### config.mk
export PLATFORM = sky130hd
export DESIGN_NAME = mem_reservation_station
export DESIGN_NICKNAME = d
export VERILOG_FILES = /design/src/rtl/mem_rs_pkg.sv /design/src/rtl/mem_rs_entry.sv /design/src/rtl/mem_reservation_station.sv
export SDC_FILE = /design/constraint.sdc
export NUM_CORES = 2
export LEC_CHECK = 0
export ABC_AREA = 0
export CORE_MARGIN = 5
export CORE_UTILIZATION = 40
export CTS_CLUSTER_SIZE = 20
export DETAILED_ROUTE_END_ITERATION = 10
export SYNTH_ARGS = -nofsm -noshare
export SYNTH_HDL_FRONTEND = slang
export SYNTH_SLANG_ARGS = --single-unit
### constraint.sdc
create_clock -name clk -period 37.7 [get_ports clk]
set_input_delay 9.425 -clock clk [delete_from_list [all_inputs] [get_ports clk]]
set_output_delay 9.425 -clock clk [all_outputs]
set_load 0.01 [all_outputs]
### src/rtl/mem_rs_pkg.sv
// Shared types and constants for the memory reservation station.
package mem_rs_pkg;

    localparam int DATA_W = 32;
    localparam int TAG_W  = 4;

    // Fixed RS tags: load entries 9/10, store entries 11/12. Tag 0 means "no producer".
    localparam logic [TAG_W-1:0] LOAD_TAG0  = 4'd9;
    localparam logic [TAG_W-1:0] STORE_TAG0 = 4'd11;

    typedef enum logic [1:0] {
        FREE  = 2'd0,
        WAIT  = 2'd1,
        READY = 2'd2,
        SENT  = 2'd3
    } rs_state_e;

    typedef struct packed {
        rs_state_e         state;
        logic [TAG_W-1:0]  qj;
        logic [TAG_W-1:0]  qk;
        logic [DATA_W-1:0] vj;
        logic [DATA_W-1:0] vk;
        logic [DATA_W-1:0] imm;
        logic [DATA_W-1:0] addr;
        logic [1:0]        older_stores;
    } mem_rs_entry_t;

    // True when a valid CDB broadcast produces the operand a slot is waiting on.
    function automatic logic tag_hit(input logic             cdb_valid,
                                     input logic [TAG_W-1:0] cdb_tag,
                                     input logic [TAG_W-1:0] q);
        return cdb_valid && (q != '0) && (q == cdb_tag);
    endfunction

endpackage

### src/rtl/mem_rs_entry.sv
// One reservation-station slot: operand capture at issue and from the CDB,
// effective-address add, and the FREE/WAIT/READY/SENT lifecycle.
module mem_rs_entry
    import mem_rs_pkg::*;
#(
    parameter bit               IS_STORE = 1'b0,
    parameter logic [TAG_W-1:0] ENT_TAG  = '0
) (
    input  logic              clk,
    input  logic              reset,
    input  logic              alloc,
    input  logic [TAG_W-1:0]  issue_qj,
    input  logic [DATA_W-1:0] issue_vj,
    input  logic [TAG_W-1:0]  issue_qk,
    input  logic [DATA_W-1:0] issue_vk,
    input  logic [DATA_W-1:0] issue_imm,
    input  logic [1:0]        older_init,
    input  logic              cdb_valid,
    input  logic [TAG_W-1:0]  cdb_tag,
    input  logic [DATA_W-1:0] cdb_data,
    input  logic              selected,
    input  logic              store_sent,
    output mem_rs_entry_t     ent_o
);

    mem_rs_entry_t ent_q, ent_d;

    // Next-state: allocation (with same-cycle CDB bypass), CDB snoop, send and release.
    always_comb begin
        ent_d = ent_q;
        if (alloc) begin
            ent_d.imm = issue_imm;
            ent_d.qj  = issue_qj;
            ent_d.vj  = issue_vj;
            if (tag_hit(cdb_valid, cdb_tag, issue_qj)) begin
                ent_d.qj = '0;
                ent_d.vj = cdb_data;
            end
            if (IS_STORE) begin
                ent_d.qk = issue_qk;
                ent_d.vk = issue_vk;
                if (tag_hit(cdb_valid, cdb_tag, issue_qk)) begin
                    ent_d.qk = '0;
                    ent_d.vk = cdb_data;
                end
                ent_d.older_stores = 2'd0;
            end else begin
                ent_d.qk = '0;
                ent_d.vk = '0;
                ent_d.older_stores = older_init;
            end
            // Only meaningful once qj is clear; recomputed when the base arrives.
            ent_d.addr = ent_d.vj + ent_d.imm;
            if ((ent_d.qj == '0) && (ent_d.qk == '0)) begin
                ent_d.state = READY;
            end else begin
                ent_d.state = WAIT;
            end
        end else begin
            case (ent_q.state)
                WAIT: begin
                    if (tag_hit(cdb_valid, cdb_tag, ent_q.qj)) begin
                        ent_d.qj   = '0;
                        ent_d.vj   = cdb_data;
                        ent_d.addr = cdb_data + ent_q.imm;
                    end
                    if (tag_hit(cdb_valid, cdb_tag, ent_q.qk)) begin
                        ent_d.qk = '0;
                        ent_d.vk = cdb_data;
                    end
                    if ((ent_d.qj == '0) && (ent_d.qk == '0)) begin
                        ent_d.state = READY;
                    end
                end
                READY: begin
                    if (selected) begin
                        if (IS_STORE) begin
                            ent_d.state = FREE;
                        end else begin
                            ent_d.state = SENT;
                        end
                    end
                end
                SENT: begin
                    if (cdb_valid && (cdb_tag == ENT_TAG)) begin
                        ent_d.state = FREE;
                    end
                end
                default: ;
            endcase
            if (!IS_STORE && store_sent && (ent_q.older_stores != 2'd0) &&
                ((ent_q.state == WAIT) || (ent_q.state == READY))) begin
                ent_d.older_stores = ent_q.older_stores - 2'd1;
            end
        end
    end

    // Slot state register.
    always_ff @(posedge clk or posedge reset) begin
        if (reset) begin
            ent_q <= '0;
        end else begin
            ent_q <= ent_d;
        end
    end

    assign ent_o = ent_q;

endmodule

### src/rtl/mem_reservation_station.sv
// Load/store buffer: allocation, store ordering, and one-request-per-cycle selection
// over two load slots (0,1) and two store slots (2,3).
module mem_reservation_station
    import mem_rs_pkg::*;
(
    input  logic              clk,
    input  logic              reset,
    input  logic              issue_valid,
    input  logic              issue_is_store,
    input  logic [TAG_W-1:0]  issue_qj,
    input  logic [DATA_W-1:0] issue_vj,
    input  logic [TAG_W-1:0]  issue_qk,
    input  logic [DATA_W-1:0] issue_vk,
    input  logic [DATA_W-1:0] issue_imm,
    output logic              issue_ready,
    output logic [TAG_W-1:0]  issue_tag,
    input  logic              cdb_valid,
    input  logic [TAG_W-1:0]  cdb_tag,
    input  logic [DATA_W-1:0] cdb_data,
    output logic              load1_valid,
    output logic [TAG_W-1:0]  load1_tag,
    output logic [DATA_W-1:0] load1_addr,
    output logic              load2_valid,
    output logic [TAG_W-1:0]  load2_tag,
    output logic [DATA_W-1:0] load2_addr,
    output logic              store1_valid,
    output logic [DATA_W-1:0] store1_addr,
    output logic [DATA_W-1:0] store1_data,
    output logic              store2_valid,
    output logic [DATA_W-1:0] store2_addr,
    output logic [DATA_W-1:0] store2_data
);

    mem_rs_entry_t ent [4];
    logic [3:0]    alloc, sel;
    logic [1:0]    ld_free, ld_elig, tail_idx, head_idx, occupied, older_init;
    logic          accept, store_sent;
    logic          tail_q, tail_d, head_q, head_d;

    logic              load1_valid_q, load1_valid_d, load2_valid_q, load2_valid_d;
    logic [TAG_W-1:0]  load1_tag_q, load1_tag_d, load2_tag_q, load2_tag_d;
    logic [DATA_W-1:0] load1_addr_q, load1_addr_d, load2_addr_q, load2_addr_d;
    logic              store1_valid_q, store1_valid_d, store2_valid_q, store2_valid_d;
    logic [DATA_W-1:0] store1_addr_q, store1_addr_d, store2_addr_q, store2_addr_d;
    logic [DATA_W-1:0] store1_data_q, store1_data_d, store2_data_q, store2_data_d;

    genvar gi;
    generate
        for (gi = 0; gi < 4; gi++) begin : g_ent
            localparam bit               IS_ST   = (gi >= 2);
            localparam logic [TAG_W-1:0] ENT_TAG = IS_ST ? TAG_W'(STORE_TAG0 + gi - 2)
                                                         : TAG_W'(LOAD_TAG0 + gi);
            mem_rs_entry #(.IS_STORE(IS_ST), .ENT_TAG(ENT_TAG)) u_entry (
                .clk        (clk),
                .reset      (reset),
                .alloc      (alloc[gi]),
                .issue_qj   (issue_qj),
                .issue_vj   (issue_vj),
                .issue_qk   (issue_qk),
                .issue_vk   (issue_vk),
                .issue_imm  (issue_imm),
                .older_init (older_init),
                .cdb_valid  (cdb_valid),
                .cdb_tag    (cdb_tag),
                .cdb_data   (cdb_data),
                .selected   (sel[gi]),
                .store_sent (store_sent),
                .ent_o      (ent[gi])
            );
        end
    endgenerate

    // Allocation: lowest free load slot, or the store at the tail pointer.
    always_comb begin
        tail_idx    = {1'b1, tail_q};
        ld_free     = {ent[1].state == FREE, ent[0].state == FREE};
        issue_ready = issue_is_store ? (ent[tail_idx].state == FREE) : (|ld_free);
        accept      = issue_valid && issue_ready;
        alloc       = '0;
        issue_tag   = '0;
        if (accept) begin
            if (issue_is_store) begin
                alloc[tail_idx] = 1'b1;
                issue_tag       = STORE_TAG0 + TAG_W'(tail_q);
            end else if (ld_free[0]) begin
                alloc[0]  = 1'b1;
                issue_tag = LOAD_TAG0;
            end else begin
                alloc[1]  = 1'b1;
                issue_tag = LOAD_TAG0 + TAG_W'(1);
            end
        end
        tail_d = tail_q ^ (accept && issue_is_store);
    end

    // Request select (load0 > load1 > head store) and the registered request buses.
    always_comb begin
        head_idx   = {1'b1, head_q};
        ld_elig[0] = (ent[0].state == READY) && (ent[0].older_stores == 2'd0);
        ld_elig[1] = (ent[1].state == READY) && (ent[1].older_stores == 2'd0);
        sel = '0;
        if (ld_elig[0]) begin
            sel[0] = 1'b1;
        end else if (ld_elig[1]) begin
            sel[1] = 1'b1;
        end else if (ent[head_idx].state == READY) begin
            sel[head_idx] = 1'b1;
        end
        store_sent = sel[2] | sel[3];
        head_d     = head_q ^ store_sent;
        // A store leaving this cycle is not older than a load arriving this cycle.
        occupied   = 2'(ent[2].state != FREE) + 2'(ent[3].state != FREE);
        older_init = occupied - {1'b0, store_sent};

        load1_valid_d  = sel[0];
        load1_tag_d    = sel[0] ? LOAD_TAG0 : '0;
        load1_addr_d   = sel[0] ? ent[0].addr : '0;
        load2_valid_d  = sel[1];
        load2_tag_d    = sel[1] ? (LOAD_TAG0 + TAG_W'(1)) : '0;
        load2_addr_d   = sel[1] ? ent[1].addr : '0;
        store1_valid_d = sel[2];
        store1_addr_d  = sel[2] ? ent[2].addr : '0;
        store1_data_d  = sel[2] ? ent[2].vk : '0;
        store2_valid_d = sel[3];
        store2_addr_d  = sel[3] ? ent[3].addr : '0;
        store2_data_d  = sel[3] ? ent[3].vk : '0;
    end

    // Pointers and request output registers; reset drops any in-flight request.
    always_ff @(posedge clk or posedge reset) begin
        if (reset) begin
            tail_q         <= 1'b0;
            head_q         <= 1'b0;
            load1_valid_q  <= 1'b0;
            load1_tag_q    <= '0;
            load1_addr_q   <= '0;
            load2_valid_q  <= 1'b0;
            load2_tag_q    <= '0;
            load2_addr_q   <= '0;
            store1_valid_q <= 1'b0;
            store1_addr_q  <= '0;
            store1_data_q  <= '0;
            store2_valid_q <= 1'b0;
            store2_addr_q  <= '0;
            store2_data_q  <= '0;
        end else begin
            tail_q         <= tail_d;
            head_q         <= head_d;
            load1_valid_q  <= load1_valid_d;
            load1_tag_q    <= load1_tag_d;
            load1_addr_q   <= load1_addr_d;
            load2_valid_q  <= load2_valid_d;
            load2_tag_q    <= load2_tag_d;
            load2_addr_q   <= load2_addr_d;
            store1_valid_q <= store1_valid_d;
            store1_addr_q  <= store1_addr_d;
            store1_data_q  <= store1_data_d;
            store2_valid_q <= store2_valid_d;
            store2_addr_q  <= store2_addr_d;
            store2_data_q  <= store2_data_d;
        end
    end

    assign load1_valid  = load1_valid_q;
    assign load1_tag    = load1_tag_q;
    assign load1_addr   = load1_addr_q;
    assign load2_valid  = load2_valid_q;
    assign load2_tag    = load2_tag_q;
    assign load2_addr   = load2_addr_q;
    assign store1_valid = store1_valid_q;
    assign store1_addr  = store1_addr_q;
    assign store1_data  = store1_data_q;
    assign store2_valid = store2_valid_q;
    assign store2_addr  = store2_addr_q;
    assign store2_data  = store2_data_q;

endmodule
==> results.sh <==
export IMPL_num_rows=101
export IMPL_worstHoldEndpoint="g_ent[3].u_entry.ent_o[87]$_DFFE_PP0P_"
export IMPL_reg2reg_slack_ns=33.60
export IMPL_netlist_top_cells_area="dfrtp_1 (46%), nand2_1 (7.7%), ha_1 (7.1%), a21oi_1 (3.7%), o21ai_0 (3.3%)"
export IMPL_whs_path_depth=2
export IMPL_cap_violations=0
export IMPL_totalPowerFinal_mw=2.74
export IMPL_worstPathMaxFanout=22
export IMPL_worst_pin_slew_ns=1.16
export IMPL_rr_startpoint="g_ent[0].u_entry.ent_o[0]$_DFFE_PP0P_"
export IMPL_ant_nets=0
export IMPL_rr_endpoint="g_ent[1].u_entry.ent_o[1]$_DFFE_PP0P_"
export IMPL_dieArea_mm2=0.0817
export IMPL_antenna_found_initial=15
export IMPL_cts_hold_buf=0
export IMPL_p_leak_nw=17.8
export IMPL_rsz0062_at_grt="false"
export IMPL_yosysWarnings=0
export IMPL_synth_area_leader_cell="dfrtp_1"
export IMPL_clock_path_buffers=3
export IMPL_core_area_mm2=0.0757
export IMPL_final_cells=4605
export IMPL_worstPathRequired_ns=28.27
export IMPL_drt_iter0_drc=1649
export IMPL_clock_fmax_mhz=47.4
export IMPL_period_minus_slack_ns=21.11
export IMPL_clk_latency_ns=0.61
export IMPL_slew_headroom_pct=21.4
export IMPL_multi_input_area_mm2=0.0155
export IMPL_layout_area_overhead_vs_synth_pct=22.0
export IMPL_syn_inst=3275
export IMPL_met2WireLength_um=48300
export IMPL_cts_buffers=69
export IMPL_viasPerCell=5.42
export IMPL_grt_overflow_total=0
export IMPL_status="finished clean"
export IMPL_htree_num_levels=3
export IMPL_drive_gt1_share_pct=5.94
export IMPL_vdd_drop_max_mv=0.0340
export IMPL_synth_distinct_cells=84
export IMPL_drt_pass1_iterations=5
export IMPL_die_w_um=286
export IMPL_dp_cells=4476
export IMPL_hold_viol=0
export IMPL_vias=24900
export IMPL_drv_slew=0
export IMPL_post_cts_setup_buffers=0
export IMPL_grt_pass1_wl_um=149000
export IMPL_io_buffers=349
export IMPL_initial_core_util_pct=40.2
export IMPL_dp_final_hpwl_um=72600
export IMPL_fill_cells=7241
export IMPL_wirelength_um=98000
export IMPL_holdCritPathClass="register to register"
export IMPL_period_share_pct=56.0
export IMPL_clkTransAtPathRegs_ns=0.05
export IMPL_power_density_mw_per_mm2=73.9
export IMPL_wl_met3_um=5290
export IMPL_clock_sinks=562
export IMPL_grt_max_degree=102
export IMPL_cts_root_buffer="clkbuf_16"
export IMPL_synth_seq_cells=562
export IMPL_finClkSkew_ns=0.0260
export IMPL_drcViolationCount=0
export IMPL_nets=3892
export IMPL_io_pins=354
export IMPL_synth_ff_type="dfrtp_1"
export IMPL_start_kind="input port"
export IMPL_critPathCaptureType="output pin"
export IMPL_reg2regPathDepth=15
export IMPL_highest_layer="met5"
export IMPL_yosysSeqAreaShare_pct=46.2
export IMPL_grt_pass1_vias=24200
export IMPL_register_area_mm2=0.0141
export IMPL_synth_edff_count=0
export IMPL_arrival_ns=11.68
export IMPL_synth_top_area_share_pct=46.2
export IMPL_routedWlPerCell_um=21.3
export IMPL_gp_congestion=0.929
export IMPL_syn_avg_cell_area_um2=9.30
export IMPL_netlist_area_mm2=0.0304
export IMPL_setup_viol=0
export IMPL_synthArstFlopShare_pct=100
export IMPL_cts_tree="yes"
export IMPL_fin_setup_tns_ns=0
export IMPL_die_h_um=286
export IMPL_ctsResizeCount=0
export IMPL_wl_met1_um=41600
export IMPL_timing_worst_setup_path_type="input port to output pin"
export IMPL_grt_usage_pct=23.4
export IMPL_final_util_pct=49.1
export IMPL_hp_start="g_ent[3].u_entry.ent_o[87]$_DFFE_PP0P_"
## cell usage in the layout (no fill, tap or decap), types with 14 or more instances in the layout
master	count
clkbuf_1	16
clkdlybuf4s50_1	349
o21ai_1	16
and2_1	122
inv_1	53
o21bai_1	16
a221oi_1	15
xnor2_1	91
o21ai_0	201
mux2_2	30
buf_4	47
and3_1	110
nor2_1	165
xor2_1	64
nand3_1	52
nor2b_1	15
mux2i_1	73
nand2b_1	19
nand2_1	622
o221ai_1	14
or3_1	18
o21a_1	29
ha_1	173
o211ai_1	25
a21oi_1	224
a211oi_1	44
dfrtp_1	561
clkbuf_16	70
o22ai_1	22
nor3_1	45
nand4_1	22
a21o_1	59
a31oi_1	29
## flip-flops by register name, summed over array words and instances, names as in the netlist
| signal | count |
|---|---|
| store1_data | 32 |
| store2_valid | 1 |
| load1_tag | 1 |
| store1_valid | 1 |
| load2_addr | 32 |
| store2_data | 32 |
| g_ent.u_entry.ent_o | 364 |
| tail_q | 1 |
| head_q | 1 |
| store2_addr | 32 |
| load1_addr | 32 |
| load2_tag | 1 |
| store1_addr | 32 |
## worst max path at each step
| stage | start | end |
|---|---|---|
| after floorplan | reset | g_ent[0].u_entry.ent_o[0]$_DFFE_PP0P_ |
| after global placement | issue_is_store | issue_tag[1] |
| after detailed placement | issue_is_store | issue_tag[1] |
| after CTS | issue_is_store | issue_tag[1] |
| after global routing | issue_is_store | issue_tag[1] |
| final | issue_is_store | issue_tag[1] |
## stage by stage
stage	instance area [um^2]	hold WS (ns)	setup slack [ns]
4_1_cts	37100	0.474	16.60
3_5_place_dp	34900	0.461	16.61
2_1_floorplan	30500	0.438	12.56
3_3_place_gp	34900	0.454	16.57
6_report	37100	0.468	16.59
5_1_grt	37100	0.490	16.53
## cells in the mapped netlist, drive strengths merged, types with 9 or more instances
library cell / count
nor4: 14
a21o: 59
a211o: 9
or3: 19
o211ai: 26
o31ai: 11
mux2: 33
mux2i: 73
xnor2: 91
o21bai: 16
nand3: 52
clkbuf: 140
a221oi: 16
nand4: 22
dfrtp: 562
nor2b: 15
xor2: 64
and3: 111
o221ai: 15
and2: 123
o21a: 29
a21oi: 224
a22oi: 10
buf: 36
nor2: 169
ha: 173
a31oi: 29
nand2b: 19
a211oi: 46
nor3: 47
o22ai: 22
inv: 55
o21ai: 218
nand2: 627
## layer usage
| metal | vias to the layer above | GRT usage [%] |
|---|---|---|
| li1 | 12100 | - |
| met1 | 12100 | 30.4 |
| met2 | 608 | 40.2 |
| met3 | 159 | 4.20 |
| met4 | 14 | 6.40 |
| met5 | - | 0 |
## critical path, cell delays in order
cell	delay, ns
clkdlybuf4s50_1	0.59
nand2_1	0.11
or3_2	0.76
nand2_1	0.22
clkdlybuf4s50_1	0.56
## power breakdown
group	internal, mW	switching, mW
Sequential	0.815	0.124
Clock	0.395	0.268
Combinational	0.485	0.656
Total	1.70	1.05
## cell families (layout without fill, tap and decap cells)
family	Yosys count	after routing	share of synthesized area, %
muxes	106	106	3.62
buffers and inverters	231	571	3.05
DFF	562	562	46.2
and+or+nand+nor	1252	1252	19.0
other	1	13	0.0123
xor gates and xnor gates	155	155	4.46
adders and majority gates	178	178	7.44
AOI/OAI and AO/OA	790	790	16.2
## cell type report
cell class	instances	share of cell area [%]
Antenna cell	9	0.0606
Sequential cell	562	37.9
Clock inverter	21	0.677
Multi-Input combinational cell	2485	41.8
Timing Repair Buffer	396	10.4
Clock buffer	99	5.36
Inverter	55	0.576
Tap cell	978	3.29
Note: power is estimated with default switching activity, not from simulation.
